==> src/rtl/rgb2ycc_pkg.sv <==
`default_nettype none
// ============================================================================
// Module      : rgb2ycc_pkg
// Description : Shared types, coefficients, offsets and clamp limits for the
//               RGB -> Y/Cr/Cb converter. Coefficients are signed, scaled by
//               2^8. Selecting the range is done with the macro
//               RGB2YCC_LIMITED_RANGE_EN (defined: BT.601 studio range,
//               undefined: full range).
// Revision    : 1.0 - initial release
// ============================================================================
package rgb2ycc_pkg;

   localparam int c_coef_frac = 8;

   typedef logic signed [8:0]  coef_t;   // coefficient, signed, x256
   typedef logic signed [16:0] prod_t;   // pixel x coefficient
   typedef logic signed [18:0] acc_t;    // three products + offset

   // Rounding is folded into every offset (+0.5 LSB before the shift).
   localparam acc_t c_round      = 19'sd128;
   localparam acc_t c_chroma_off = 19'sd32768 + c_round;

`ifdef RGB2YCC_LIMITED_RANGE_EN
   localparam coef_t c_y_r  =  9'sd66;
   localparam coef_t c_y_g  =  9'sd129;
   localparam coef_t c_y_b  =  9'sd25;
   localparam coef_t c_cb_r = -9'sd38;
   localparam coef_t c_cb_g = -9'sd74;
   localparam coef_t c_cb_b =  9'sd112;
   localparam coef_t c_cr_r =  9'sd112;
   localparam coef_t c_cr_g = -9'sd94;
   localparam coef_t c_cr_b = -9'sd18;

   localparam acc_t c_luma_off = 19'sd4096 + c_round;

   localparam logic [7:0] c_y_min = 8'd16;
   localparam logic [7:0] c_y_max = 8'd235;
   localparam logic [7:0] c_c_min = 8'd16;
   localparam logic [7:0] c_c_max = 8'd240;
`else
   localparam coef_t c_y_r  =  9'sd77;
   localparam coef_t c_y_g  =  9'sd150;
   localparam coef_t c_y_b  =  9'sd29;
   localparam coef_t c_cb_r = -9'sd43;
   localparam coef_t c_cb_g = -9'sd85;
   localparam coef_t c_cb_b =  9'sd128;
   localparam coef_t c_cr_r =  9'sd128;
   localparam coef_t c_cr_g = -9'sd107;
   localparam coef_t c_cr_b = -9'sd21;

   localparam acc_t c_luma_off = c_round;

   localparam logic [7:0] c_y_min = 8'd0;
   localparam logic [7:0] c_y_max = 8'd255;
   localparam logic [7:0] c_c_min = 8'd0;
   localparam logic [7:0] c_c_max = 8'd255;
`endif

   // Unsigned 8-bit pixel times signed coefficient, both widened to the
   // product width so the multiply is signed and needs no truncation.
   function automatic prod_t mul_px(input logic [7:0] px, input coef_t c);
      prod_t a;
      prod_t b;
      a = $signed({9'b0, px});
      b = $signed({{8{c[8]}}, c});
      return a * b;
   endfunction

   function automatic acc_t ext_prod(input prod_t p);
      return $signed({{2{p[16]}}, p});
   endfunction

endpackage
`default_nettype wire

==> src/rtl/ycc_channel.sv <==
`default_nettype none
// ============================================================================
// Module      : ycc_channel
// Description : One output channel of the colour converter: three registered
//               products, a registered sum (with offset and rounding), and a
//               registered clamp. All three stages move only when i_en is 1.
// Ports       : clk, rst          - clock, synchronous active-high reset
//               i_en              - stage enable (pipeline advance)
//               i_r/i_g/i_b       - 8-bit pixel components
//               i_coef_r/g/b      - signed coefficients (x256)
//               i_offset          - offset plus rounding constant
//               i_min/i_max       - clamp limits
//               o_val             - clamped 8-bit channel value
// Revision    : 1.0 - initial release
// ============================================================================
module ycc_channel
   import rgb2ycc_pkg::*;
#(
   parameter int COEF_FRAC = c_coef_frac
)(
   input  logic       clk,
   input  logic       rst,
   input  logic       i_en,
   input  logic [7:0] i_r,
   input  logic [7:0] i_g,
   input  logic [7:0] i_b,
   input  coef_t      i_coef_r,
   input  coef_t      i_coef_g,
   input  coef_t      i_coef_b,
   input  acc_t       i_offset,
   input  logic [7:0] i_min,
   input  logic [7:0] i_max,
   output logic [7:0] o_val
);

   prod_t      r_p_r;
   prod_t      r_p_g;
   prod_t      r_p_b;
   acc_t       r_sum;
   logic [7:0] r_out;

   acc_t       w_q;
   acc_t       w_min;
   acc_t       w_max;
   logic [7:0] w_clamped;

   // S1: products
   always_ff @(posedge clk) begin
      if (rst) begin
         r_p_r <= '0;
         r_p_g <= '0;
         r_p_b <= '0;
      end else if (i_en) begin
         r_p_r <= mul_px(i_r, i_coef_r);
         r_p_g <= mul_px(i_g, i_coef_g);
         r_p_b <= mul_px(i_b, i_coef_b);
      end
   end

   // S2: sum of products plus offset
   always_ff @(posedge clk) begin
      if (rst) begin
         r_sum <= '0;
      end else if (i_en) begin
         r_sum <= ext_prod(r_p_r) + ext_prod(r_p_g) + ext_prod(r_p_b) + i_offset;
      end
   end

   // S3: drop the fractional bits and saturate to the channel range.
   always_comb begin
      w_q   = r_sum >>> COEF_FRAC;
      w_min = $signed({11'b0, i_min});
      w_max = $signed({11'b0, i_max});
      if (w_q < w_min) begin
         w_clamped = i_min;
      end else if (w_q > w_max) begin
         w_clamped = i_max;
      end else begin
         w_clamped = w_q[7:0];
      end
   end

   always_ff @(posedge clk) begin
      if (rst) begin
         r_out <= '0;
      end else if (i_en) begin
         r_out <= w_clamped;
      end
   end

   assign o_val = r_out;

endmodule
`default_nettype wire

==> src/rtl/rgb_to_ycrcb.sv <==
`default_nettype none
// ============================================================================
// Module      : rgb_to_ycrcb
// Description : Three-stage pipelined RGB -> Y/Cr/Cb converter with a
//               valid/ready handshake on both sides and full backpressure.
//               Build option: RGB2YCC_LIMITED_RANGE_EN selects BT.601 studio
//               range; otherwise full range.
// Ports       : clk, rst       - clock, synchronous active-high reset
//               datain_valid   - input beat valid
//               datain         - {R[31:24], G[23:16], B[15:8], unused[7:0]}
//               datain_ready   - input beat accepted this cycle when valid
//               dataout_valid  - output beat valid
//               dataout        - {Y[31:24], Cr[23:16], Cb[15:8], 8'h00}
//               dataout_ready  - downstream accepts the output beat
// Revision    : 1.0 - initial release
// ============================================================================
module rgb_to_ycrcb
   import rgb2ycc_pkg::*;
#(
   parameter int DATAIN_WIDTH  = 32,
   parameter int DATAOUT_WIDTH = 32,
   parameter int COEF_FRAC     = c_coef_frac
)(
   input  logic                     clk,
   input  logic                     rst,
   input  logic                     datain_valid,
   input  logic [DATAIN_WIDTH-1:0]  datain,
   output logic                     datain_ready,
   output logic                     dataout_valid,
   output logic [DATAOUT_WIDTH-1:0] dataout,
   input  logic                     dataout_ready
);

   logic       r_v1;
   logic       r_v2;
   logic       r_dout_valid;

   logic       w_advance;
   logic [7:0] w_r;
   logic [7:0] w_g;
   logic [7:0] w_b;
   logic [7:0] w_y;
   logic [7:0] w_cr;
   logic [7:0] w_cb;
   logic       w_unused_lsb;

   // The whole pipeline moves as one; it only stops when the output register
   // holds a beat the consumer is not taking. Empty stages are overwritten,
   // which is what squeezes bubbles out while dataout_valid is low.
   assign w_advance    = !r_dout_valid || dataout_ready;
   assign datain_ready = w_advance;

   assign w_r          = datain[31:24];
   assign w_g          = datain[23:16];
   assign w_b          = datain[15:8];
   assign w_unused_lsb = ^datain[7:0];

   always_ff @(posedge clk) begin
      if (rst) begin
         r_v1         <= 1'b0;
         r_v2         <= 1'b0;
         r_dout_valid <= 1'b0;
      end else if (w_advance) begin
         r_v1         <= datain_valid;
         r_v2         <= r_v1;
         r_dout_valid <= r_v2;
      end
   end

   ycc_channel #(.COEF_FRAC(COEF_FRAC)) u_ch_y (
      .clk      (clk),
      .rst      (rst),
      .i_en     (w_advance),
      .i_r      (w_r),
      .i_g      (w_g),
      .i_b      (w_b),
      .i_coef_r (c_y_r),
      .i_coef_g (c_y_g),
      .i_coef_b (c_y_b),
      .i_offset (c_luma_off),
      .i_min    (c_y_min),
      .i_max    (c_y_max),
      .o_val    (w_y)
   );

   ycc_channel #(.COEF_FRAC(COEF_FRAC)) u_ch_cr (
      .clk      (clk),
      .rst      (rst),
      .i_en     (w_advance),
      .i_r      (w_r),
      .i_g      (w_g),
      .i_b      (w_b),
      .i_coef_r (c_cr_r),
      .i_coef_g (c_cr_g),
      .i_coef_b (c_cr_b),
      .i_offset (c_chroma_off),
      .i_min    (c_c_min),
      .i_max    (c_c_max),
      .o_val    (w_cr)
   );

   ycc_channel #(.COEF_FRAC(COEF_FRAC)) u_ch_cb (
      .clk      (clk),
      .rst      (rst),
      .i_en     (w_advance),
      .i_r      (w_r),
      .i_g      (w_g),
      .i_b      (w_b),
      .i_coef_r (c_cb_r),
      .i_coef_g (c_cb_g),
      .i_coef_b (c_cb_b),
      .i_offset (c_chroma_off),
      .i_min    (c_c_min),
      .i_max    (c_c_max),
      .o_val    (w_cb)
   );

   assign dataout_valid = r_dout_valid;
   assign dataout       = {w_y, w_cr, w_cb, 8'h00};

endmodule
`default_nettype wire

==> config.mk <==
export PLATFORM = sky130hd
export DESIGN_NAME = rgb_to_ycrcb
export DESIGN_NICKNAME = d
export VERILOG_FILES = /design/src/rtl/rgb2ycc_pkg.sv /design/src/rtl/ycc_channel.sv /design/src/rtl/rgb_to_ycrcb.sv
export SDC_FILE = /design/constraint.sdc
export NUM_CORES = 1
export LEC_CHECK = 0
export ABC_CLOCK_PERIOD_IN_PS = 4400
export BUFFER_PORTS_ARGS = -buffer_cell sky130_fd_sc_hd__buf_2
export CORE_MARGIN = 2
export CORE_UTILIZATION = 43
export DETAILED_ROUTE_END_ITERATION = 7
export GPL_TIMING_DRIVEN = 0
export SYNTH_ARGS = -nofsm -noshare
export SYNTH_HDL_FRONTEND = slang
export SYNTH_SLANG_ARGS = --single-unit
==> constraint.sdc <==
create_clock -name clk -period 4.4 [get_ports clk]
set_input_delay 0.88 -clock clk [delete_from_list [all_inputs] [get_ports clk]]
set_output_delay 0.88 -clock clk [all_outputs]
set_load 0.02 [all_outputs]
=== Word level (Yosys, flattened, before mapping) ===
Cells that the tools add are included.

* Order comparisons: 6
* Multipliers: 7
* Reductions and logical operators: 2
* Add/subtract/negate cells: 9
* Muxes and demuxes: 6

{| class="wikitable"
|+ Operators with widths
! cell !! count
|-
| 8-bit 2-to-1 mux || 6
|-
| 19-bit by 17-bit adder with 19-bit output (second input constant) || 2
|-
| 16-bit by 17-bit adder with 18-bit output || 2
|-
| 9-bit by 8-bit multiplier with 17-bit output (second input constant) || 2
|-
| 11-bit by 9-bit greater-than comparator with 1-bit output (second input constant) || 3
|-
| 11-bit by 1-bit < comparator with 1-bit output (second input constant) || 3
|-
| 8-bit by 7-bit multiplier with 15-bit output (second input constant) || 2
|-
| 18-bit by 15-bit adder with 19-bit output || 1
|-
| 19-bit by 16-bit adder with 19-bit output || 1
|-
| 19-bit by 9-bit adder with 19-bit output (second input constant) || 1
|-
| 17-bit by 13-bit adder with 18-bit output || 1
|-
| 15-bit by 16-bit adder with 17-bit output || 1
|-
| 9-bit by 7-bit multiplier with 16-bit output (second input constant) || 1
|-
| 9-bit by 6-bit multiplier with 15-bit output (second input constant) || 1
|-
| 8-bit by 5-bit multiplier with 13-bit output (second input constant) || 1
|-
| 1-bit logical NOT || 1
|-
| 1-bit logical OR || 1
|}

* Register bits after elaboration: 208
* Word-level logic and storage cells: 48
* Output and inout port bits: 34
* Input bits: 36

=== Logic depth before layout (Yosys ltp) ===
Gate-level depths: netlist of the first run.

* Word-level depth: 3
* Gate-level depth with buffers: 20
* Mapped depth without buffers: 20

=== Hierarchy ===
A second synthesis of the first run with hierarchy kept.

* Cells, all modules: 3757
* Area, all modules: 34688.3 sq um

{| class="wikitable"
|+ Modules (own cells, without submodules)
! module !! area each (sq um) !! seq. area each (sq um) !! instances !! cells each
|-
| ycc_channel at u_ch_y || 11559.8 || 1401.3 || 1 || 1251
|-
| ycc_channel at u_ch_cr || 11548.6 || 1401.3 || 1 || 1258
|-
| ycc_channel at u_ch_cb || 11390.9 || 1401.3 || 1 || 1227
|-
| rgb_to_ycrcb || 188.9 || 60.1 || 1 || 21
|}

=== Worst setup path before layout of the first run ===
Ideal clock, no wire load.

* Path kind: input-to-reg
* Start: input port datain[10]
* End: register, netlist name u_ch_cr.r_p_b[14]
* Data required time: 4.268 ns
* Data arrival time: 4.471 ns
* Path buffers: 0
* Stages: 17
* Slack: -0.203 ns
* Setup time: 0.132 ns
* Path through: inv_1 > ha_1 > inv_1 > ha_1 > fa_1 > fa_1 > inv_1 > fa_1 > nor2b_1 > o21ai_0 > a21boi_0 > o21ai_0 > a21boi_0 > o21ai_0 > a211oi_1 > mux2i_1 > o211ai_1

* Word-level cells in the longest chain between the ends: 1

{| class="wikitable"
|+ Ends and longest elaborated chain
! what !! RTL line !! RTL
|-
| start: declaration || rgb_to_ycrcb.sv:27 || <nowiki>input logic [DATAIN_WIDTH-1:0] datain,</nowiki>
|-
| 9-bit by 6-bit multiplier with 15-bit output || rgb2ycc_pkg.sv:66 || <nowiki>return a * b;</nowiki>
|}

Every way passes these cells.
A chain may end at the register's enable or synchronous reset.

=== Worst setup path in the final report of the first run ===
* Start: input port datain[18]
* End: register u_ch_cb.r_p_g[15]

* Word-level cells in the longest chain between the ends: 1

{| class="wikitable"
|+ Ends and longest elaborated chain
! what !! RTL line !! RTL
|-
| 9-bit by 8-bit multiplier with 17-bit output || rgb2ycc_pkg.sv:66 ||
|-
| end signal: assignment || ycc_channel.sv:55 || <nowiki>r_p_g <= mul_px(i_g, i_coef_g);</nowiki>
|-
| end: declaration || ycc_channel.sv:37 || <nowiki>prod_t r_p_g;</nowiki>
|}

Every way passes these cells.

==> results of run 1 <==
[kinds of logic after synthesis]
| kind of cell | after synthesis |
|---|---|
| other cells | 1 |
| compound gates | 360 |
| simple gates | 433 |
| flops | 171 |
| buf+inv | 298 |
| xor+xnor | 96 |
| fa+ha+maj | 436 |
| mux | 2 |
[layout by cell type, fill, tap and decap left out, types with 34 or more instances in the layout]
| cell | instances |
|---|---|
| sky130_fd_sc_hd__buf_2 | 40 |
| sky130_fd_sc_hd__nor3_1 | 34 |
| sky130_fd_sc_hd__clkbuf_1 | 49 |
| sky130_fd_sc_hd__dfxtp_1 | 169 |
| sky130_fd_sc_hd__nand2_1 | 220 |
| sky130_fd_sc_hd__o21ai_0 | 39 |
| sky130_fd_sc_hd__xnor2_1 | 62 |
| sky130_fd_sc_hd__fa_1 | 90 |
| sky130_fd_sc_hd__ha_1 | 338 |
| sky130_fd_sc_hd__nor2_1 | 106 |
| sky130_fd_sc_hd__inv_1 | 226 |
| sky130_fd_sc_hd__a21oi_1 | 165 |
[state kept, by name, indices dropped and copies added, names as in the netlist, 10 cells and up]
name	count
u_ch_y.r_sum	10
u_ch_cr.r_p_g	16
u_ch_y.r_p_b	13
u_ch_cb.r_sum	11
u_ch_cr.r_sum	11
u_ch_cb.r_p_r	16
u_ch_cb.r_p_g	17
u_ch_y.r_p_g	12
u_ch_cr.r_p_b	14
u_ch_y.r_p_r	12
[layout make-up]
type | instances | area, sq um
inverter | 232 | 875
fill | 3448 | 18300
multi-input combinational | 1335 | 11300
clock inverter | 13 | 118
tap | 461 | 577
buffer | 66 | 287
timing repair buffer | 60 | 380
sequential | 171 | 3430
clock buffer | 19 | 453
[routing by layer]
metal | wire length [um] | up-vias
li1 | - | 6211
met1 | 19700 | 5881
met2 | 19700 | 230
met3 | 1580 | 37
met4 | 761 | 2
met5 | 13 | -
[metrics by stage]
stage	std cells	hold slack, ns	util [%]
after CTS	2350	0.452	48.2
after global placement	2317	0.431	46.3
after global routing	2357	0.458	48.8
final	2357	0.445	48.8
after floorplan	1804	0.417	-
after detailed placement	2317	0.436	46.3
[how the worst max path moves through the flow]
stage	end	slack, ns
final	u_ch_cb.r_p_g[15]	0.19
after global placement	u_ch_cr.r_p_b[14]	-0.72
after global routing	u_ch_cb.r_p_g[15]	-0.03
after detailed placement	u_ch_cr.r_p_b[14]	-0.78
after floorplan	u_ch_cr.r_p_b[14]	-0.06
after CTS	u_ch_cr.r_p_b[14]	-0.11
[worst register-to-register path, delay by kind of cell, from the launching register on]
| family | cells | cell delay (ns) |
|---|---|---|
| and+or+nand+nor | 3 | 0.41 |
| adders and majority gates | 3 | 0.85 |
| DFF | 1 | 0.35 |
| xor gates and xnor gates | 1 | 0.14 |
| AOI/OAI and AO/OA | 12 | 2.28 |
[power breakdown]
part / switching, mW / internal (mW)
logic: 3.26 / 2.62
clock network: 0.678 / 0.812
registers: 0.329 / 2.01
total: 4.27 / 5.45
[what timing repair did]
action / in CTS / in global routing
resized for setup: 18 / 43
endpoints found under the setup margin: 8 / 17
pin swaps: 11 / 17
cloned: 0 / 0
setup buffers: 1 / 7
==> metrics.md, run 1 <==
| Metric | Value |
|---|---|
| Status | `finished, final reports clean` |
| Max_cap viols | `0` |
| Setup Skew | `0.00844 ns` |
| Number of violations reported at the end of detailed-routing iteration 0 | `between 600 and 700` |
| Maximum clock frequency | `237 MHz` |
| Cells after Synth | `1797` |
| Final Instance Area | `0.0174 sq mm` |
| Max-slew violation count | `0` |
| Hold path startpoint | `u_ch_cb.r_sum[17]` |
| Post-synth top area cell | `sky130_fd_sc_hd__ha_1` |
| Post-synth ARST share | `0%` |
| Total power of the final layout | `between 9 and 10 mW` |
| Combined area of all synthesized cells | `0.0156 sq mm` |
| Number of enable-type register cells in the synthesized netlist | `0` |
| Gr busiest metal | `met2` |
| Synthesis warning total | `0` |
| Site row count | `a little under 70` |
| Num CTS Buffers | `17` |
| Hold path cells | `2` |
| Hold worst-path end | `u_ch_cb.r_sum[17]` |
| Power density relative to cell area | `around 560 mW/mm^2` |
| Source of the critical timing path | `datain[18]` |
| Minimum clock period | `4.21 ns` |
| GP Congestion | `0.903` |
| Met1 Use GR | `30.0%` |
| Grt ovf | `0` |
| Arrival time worst endpoint | `~4.5 ns` |
| Number of cells on the worst reg-to-reg path | `19` |
| Met3 track demand over resource in global routing | `2.10%` |
| Number of stages on the worst setup path | `18` |
| Detailed-route wire length | `41700 um` |
| Post-synthesis share of cell area spent on full adders, half adders and majority gates | `between 30 and 40%` |
| Relative slew slack | `34.6%` |
| Sink Count | `171` |
| Clock tree from TritonCTS | `built` |
| Fraction of the mapped netlist area in compound gates | `14.0%` |
| First-pass detailed-route iteration total | `5` |
| Required @ worst endpoint | `4.69 ns` |
| Average detailed-routed wire length per instance | `roughly 18 um` |
| Area growth from synthesis to layout | `11.2%` |
| X dimension of the die | `195 um` |
| Number of buffers on the longest clock path | `2` |
| Vias per cell | `5.24` |
| Initial cell density of the core | `between 40% and 50%` |
| FF-to-FF setup slack | `0.31 ns` |
| Antenna violations before repair | `1` |
| Worst hold path class | `register to register` |
| Number of nets with antenna violations after routing | `0` |
| Number of hold buffers added after cts | `0` |
| Launch instance of the worst register-to-register path | `u_ch_cb.r_p_r[1]` |
| Final hold vios | `0` |
| Total number of H-tree levels | `4` |
| FF+latch count, synth | `171` |
| Area fraction in and, or, nand and nor cells after synthesis | `11.9%` |
| GRT Total Usage | `22.5%` |
| Half-perimeter wire length after placement | `about 34000 um` |
| Met2 Track Usage GR | `approximately 39%` |
| Number of global-route vias before repair | `12400` |
| Commonest cells in the synthesized netlist | `345 x sky130_fd_sc_hd__ha_1, 230 x sky130_fd_sc_hd__inv_1, 220 x sky130_fd_sc_hd__nand2_1` |
| Dominant combinational cell family by area after synthesis | `adder cells` |
| Post-Place Setup Slack | `-0.783 ns` |
| Synth top area share | `27.6%` |
| Main flop type after synthesis | `sky130_fd_sc_hd__dfxtp_1` |
| CTS root buf | `sky130_fd_sc_hd__clkbuf_16` |
| Final period utilization | `95.8%` |
| Fraction of the yosys area taken by sequential cells | `between 20% and 30%` |
| N_diodes | `0` |
| P_leak | `8.88 nW` |
| First-pass GRT wire length | `66300 um` |
| Total buffers and inverters traversed by the critical path | `6` |
| Slowest-stage cell, CP | `sky130_fd_sc_hd__fa_1` |
| Worst voltage drop across the vdd grid | `~340 uV` |
| PnR worst setup slack | `about 0.19 ns` |
| Category of cells accounting for the largest share of critical-path delay | `adder cells` |
| Post-route setup TNS | `0 ns` |
| DRC violations left | `0` |
| Area of the die | `0.0379 sq mm` |
| Placed inst area | `0.0165 sq mm` |
| Proportion of layout cells with a drive suffix above 1 | `8.02%` |
| Final count of negative-setup-slack endpoints | `0` |
| Clock latency at the later pin of the worst-skew pair | `0.44 ns` |
| Chip Height | `a little under 200 um` |
| Most frequent cell after synthesis | `sky130_fd_sc_hd__ha_1` |
| Routed via count | `12400` |
| Top area cells in the synthesized netlist | `sky130_fd_sc_hd__ha_1 28%, sky130_fd_sc_hd__dfxtp_1 22%, sky130_fd_sc_hd__fa_1 12%` |
| Count of buffers from port buffering | `52` |
| CP Launch Type | `input port` |
| Transition at the pin with the smallest max-transition slack | `~0.98 ns` |
| Total I/O pin count | `70` |
| Clock transition at the registers of the reported paths | `roughly 0.07 ns` |
| Category of the critical setup timing path | `input port to register` |
| Xor and xnor area share after synthesis | `5.46%` |
| Maximum fanout along the worst path | `6` |
| Critical Path, Cell by Cell | `buf_4 > inv_1 > ha_1 > inv_2 > ha_4 > fa_1 > inv_1 > fa_1 > inv_1 > ha_4 > inv_1 > o21ai_2 > a211oi_2 > o31ai_2 > nor4_1 > nor3_1 > xor2_1 > a211oi_1` |
| Netlist cell types | `66` |
| Max stage delay on crit path | `0.53 ns` |
| Critical R2R Capture | `u_ch_cb.r_sum[18]` |
| Critical path's most frequent cell | `sky130_fd_sc_hd__inv_1` |
| Largest net degree at the start of global routing | `17` |
| Number of nets in the final layout | `between 2000 and 2500` |
| Mux share of post-synthesis cell area | `less than 1%` |
| Core box area | `0.0357 sq mm` |
| CP endpoint kind | `register` |
| Mapped Avg Cell Area | `around 8.7 sq um` |
No activity file was read; power rests on OpenSTA's default activity.
==> inputs of run 2 (changes only) <==
--- a/config.mk
+++ b/config.mk
@@ -5,7 +5,7 @@
 export SDC_FILE = /design/constraint.sdc
 export NUM_CORES = 1
 export LEC_CHECK = 0
-export ABC_CLOCK_PERIOD_IN_PS = 4400
+export ABC_CLOCK_PERIOD_IN_PS = 3430
 export BUFFER_PORTS_ARGS = -buffer_cell sky130_fd_sc_hd__buf_2
 export CORE_MARGIN = 2
 export CORE_UTILIZATION = 43
==> constraint.sdc (replaced) <==
create_clock -name clk -period 3.43 [get_ports clk]
set_input_delay 0.686 -clock clk [delete_from_list [all_inputs] [get_ports clk]]
set_output_delay 0.686 -clock clk [all_outputs]
set_load 0.02 [all_outputs]
==> run 2 against run 1 <==
  * The run now ends with setup timing left
  * Critical path depth shrank 1
  * Clock skew grew 0.0050 ns
  * First-iteration DRC count down 18%
  * Register-to-register slack lost 0.69 ns
  * Combinational power rose by 70%
  * Via count increased by 4.7%
  * Sequential share of layout area down 2.5 points
  * Sequential cell count stayed put
  * Sequential power is 29% higher
==> metrics.md, run 2 (synthesis gave the netlist of run 1 again) <==
| Metric | Value |
|---|---|
| CP endpoint kind | `register` |
| Violations in the final reports | `setup timing` |
| N_diodes | `0 (unchanged)` |
| Chip Height | `195 um (unchanged)` |
| Category of the critical setup timing path | `input port to register` |
| X dimension of the die | `195 um (unchanged)` |
| Largest net degree at the start of global routing | `17 (unchanged)` |
| Area growth from synthesis to layout | `27.6%` |
| Status | `complete, but fails checks` |
| Met2 Track Usage GR | `41.5% (+2.2 points)` |
| Number of nets with antenna violations after routing | `0 (unchanged)` |
| Relative slew slack | `29.9% (-4.7 points)` |
| Required @ worst endpoint | `3.72 ns (-0.97 ns)` |
| Number of violations reported at the end of detailed-routing iteration 0 | `525 (-18%)` |
| Final period utilization | `116%` |
| Power density relative to cell area | `749 mW/mm^2 (+34%)` |
| Total I/O pin count | `70 (unchanged)` |
| Worst hold path class | `register to register` |
| Setup Skew | `0.0134 ns (+0.00498 ns)` |
| First-pass detailed-route iteration total | `6 (+1)` |
| Sink Count | `171 (unchanged)` |
| Worst voltage drop across the vdd grid | `394 uV (+16%)` |
| Hold WS | `0.449 ns (+0.00422 ns)` |
| Routed via count | `12900 (+4.7%)` |
| Final count of negative-setup-slack endpoints | `31 (+31)` |
| Total number of H-tree levels | `4 (unchanged)` |
| Minimum clock period | `3.97 ns` |
| Area of the die | `0.0379 sq mm (unchanged)` |
| Clock tree from TritonCTS | `built` |
| Max-slew violation count | `0 (unchanged)` |
| Proportion of layout cells with a drive suffix above 1 | `24.6% (+17 points)` |
| Final hold vios | `0 (unchanged)` |
| Clock latency at the later pin of the worst-skew pair | `0.44 ns (about the same)` |
| GP Congestion | `0.923 (+2.2%)` |
| Biggest register | `u_ch_cb.r_p_g` |
| PnR worst setup slack | `-0.544 ns (-0.730 ns)` |
| Number of global-route vias before repair | `12600 (+1.9%)` |
| Clock transition at the registers of the reported paths | `0.07 ns (about the same)` |
| Antenna violations before repair | `0 (-1)` |
| Share of the core filled with cells | `56.0% (+7.2 points)` |
| GRT Total Usage | `23.8% (+1.3 points)` |
| Arrival time worst endpoint | `4.26 ns (-0.25 ns)` |
| Average detailed-routed wire length per instance | `18.8 um (+6.2%)` |
| Count of buffers from port buffering | `52 (unchanged)` |
| Most frequent standard cell in the layout excluding fill and tap cells | `sky130_fd_sc_hd__ha_1` |
| Vias per cell | `5.30 (+1.1%)` |
| P_leak | `9.52 nW (+7.2%)` |
| Commonest non-fill, non-tap cells in the layout | `264 x sky130_fd_sc_hd__ha_1, 217 x sky130_fd_sc_hd__nand2_1, 176 x sky130_fd_sc_hd__inv_1` |
| Total power of the final layout | `14.9 mW (+54%)` |
| Site row count | `69 (unchanged)` |
| Half-perimeter wire length after placement | `35100 um (+3.7%)` |
| Max_cap viols | `0 (unchanged)` |
| Met3 track demand over resource in global routing | `1.75% (-0.35 points)` |
| Core box area | `0.0357 sq mm (unchanged)` |
| Detailed-route wire length | `45900 um (+9.9%)` |
| Grt ovf | `0 (unchanged)` |
| Unrepaired setup endpoints after global routing | `true` |
| CTS root buf | `sky130_fd_sc_hd__clkbuf_16` |
| Num CTS Buffers | `17 (unchanged)` |
| CP Launch Type | `input port` |
| Largest register FFs | `17 (unchanged)` |
| Largest registers in the final layout | `u_ch_cb.r_p_g: 17 flops, u_ch_cb.r_p_r: 16 flops, u_ch_cr.r_p_g: 16 flops` |
| Maximum fanout along the worst path | `10 (+4)` |
| Filler Cells Inserted | `3171 (-8.0%)` |
| Number of buffers on the longest clock path | `2 (unchanged)` |
| Met1 Use GR | `32.3% (+2.4 points)` |
| Maximum clock frequency | `between 200 and 300 MHz` |
| Initial cell density of the core | `43.9% (unchanged)` |
| Transition at the pin with the smallest max-transition slack | `1.05 ns (+0.0698 ns)` |
| Gr busiest metal | `met2` |
| DRC violations left | `0 (unchanged)` |
| First-pass GRT wire length | `69800 um (+5.3%)` |
| Number of nets in the final layout | `2439 (+3.6%)` |
-- run 2: power breakdown --
group | internal [mW] | switching [mW] | leakage, nW | total (mW)
Clock | 1.02 | 0.913 | 0.272 | 1.93
Sequential | 2.58 | 0.444 | 1.42 | 3.03
Combinational | 4.80 | 5.19 | 7.83 | 9.99
Total | 8.40 | 6.55 | 9.52 | 14.9
-- run 2: path summary, 6_finish.rpt --
kind,from,slack (ns),to,depth (start not counted)
hold reg to reg,u_ch_cb.r_sum[16],0.45,u_ch_cb.r_sum[16],2
setup reg to reg,u_ch_cb.r_p_g[1],-0.38,u_ch_cb.r_sum[18],19
hold / removal,u_ch_cb.r_sum[16],0.45,u_ch_cb.r_sum[16],2
setup / recovery,datain[21],-0.54,u_ch_cb.r_p_g[16],17
-- run 2: metrics by stage --
| stage | cell area [sq um] | TNS (ns) | std cells | setup WS [ns] |
|---|---|---|---|---|
| 2_1_floorplan | 16300 | -6.49 | 1804 | -0.585 |
| 3_3_place_gp | 17100 | -37.81 | 2317 | -1.39 |
| 3_5_place_dp | 17100 | -39.64 | 2317 | -1.42 |
| 4_1_cts | 19100 | -6.12 | 2411 | -0.486 |
| 5_1_grt | 20000 | -10.59 | 2440 | -0.626 |
| 6_report | 20000 | -6.31 | 2440 | -0.544 |
-- run 2: critical path: stages --
cell                       delay [ns]
sky130_fd_sc_hd__buf_12          0.13
sky130_fd_sc_hd__ha_4            0.27
sky130_fd_sc_hd__ha_4            0.19
sky130_fd_sc_hd__fa_1            0.56
sky130_fd_sc_hd__inv_2           0.05
sky130_fd_sc_hd__fa_1            0.51
sky130_fd_sc_hd__inv_2           0.05
sky130_fd_sc_hd__ha_4            0.25
sky130_fd_sc_hd__nor2b_4         0.13
sky130_fd_sc_hd__o21ai_4         0.17
sky130_fd_sc_hd__a21boi_4        0.07
sky130_fd_sc_hd__o21ai_2         0.18
sky130_fd_sc_hd__a22oi_2         0.09
sky130_fd_sc_hd__a41o_1          0.23
sky130_fd_sc_hd__o41ai_4         0.34
sky130_fd_sc_hd__xnor2_2         0.23
sky130_fd_sc_hd__a211oi_2        0.11
-- run 2: what timing repair did --
| item | in CTS | in global routing |
|---|---|---|
| pin swaps | 132 | 165 |
| hold buffers | 0 | 0 |
| setup buffers | 64 | 36 |
| gates resized for setup | 188 | 146 |
| setup endpoints to repair | 49 | 54 |
-- run 2: area by class of cell --
cell class	instances	area, sq um	share of cell area, %
inverter	232	932	4.67
timing repair buffer	144	1270	6.39
clock buffer	18	429	2.15
tap	461	577	2.89
clock inverter	13	134	0.671
multi-input combinational	1335	12900	64.6
buffer	66	287	1.44
sequential	171	3430	17.2
-- run 2: metal layers --
| metal | part of all wire (%) | vias to the layer above |
|---|---|---|
| met5 | 0 | - |
| met4 | 2.0 | 0 |
| met3 | 3.2 | 50 |
| met2 | 49 | 233 |
| met1 | 46 | 6287 |
| li1 | - | 6366 |
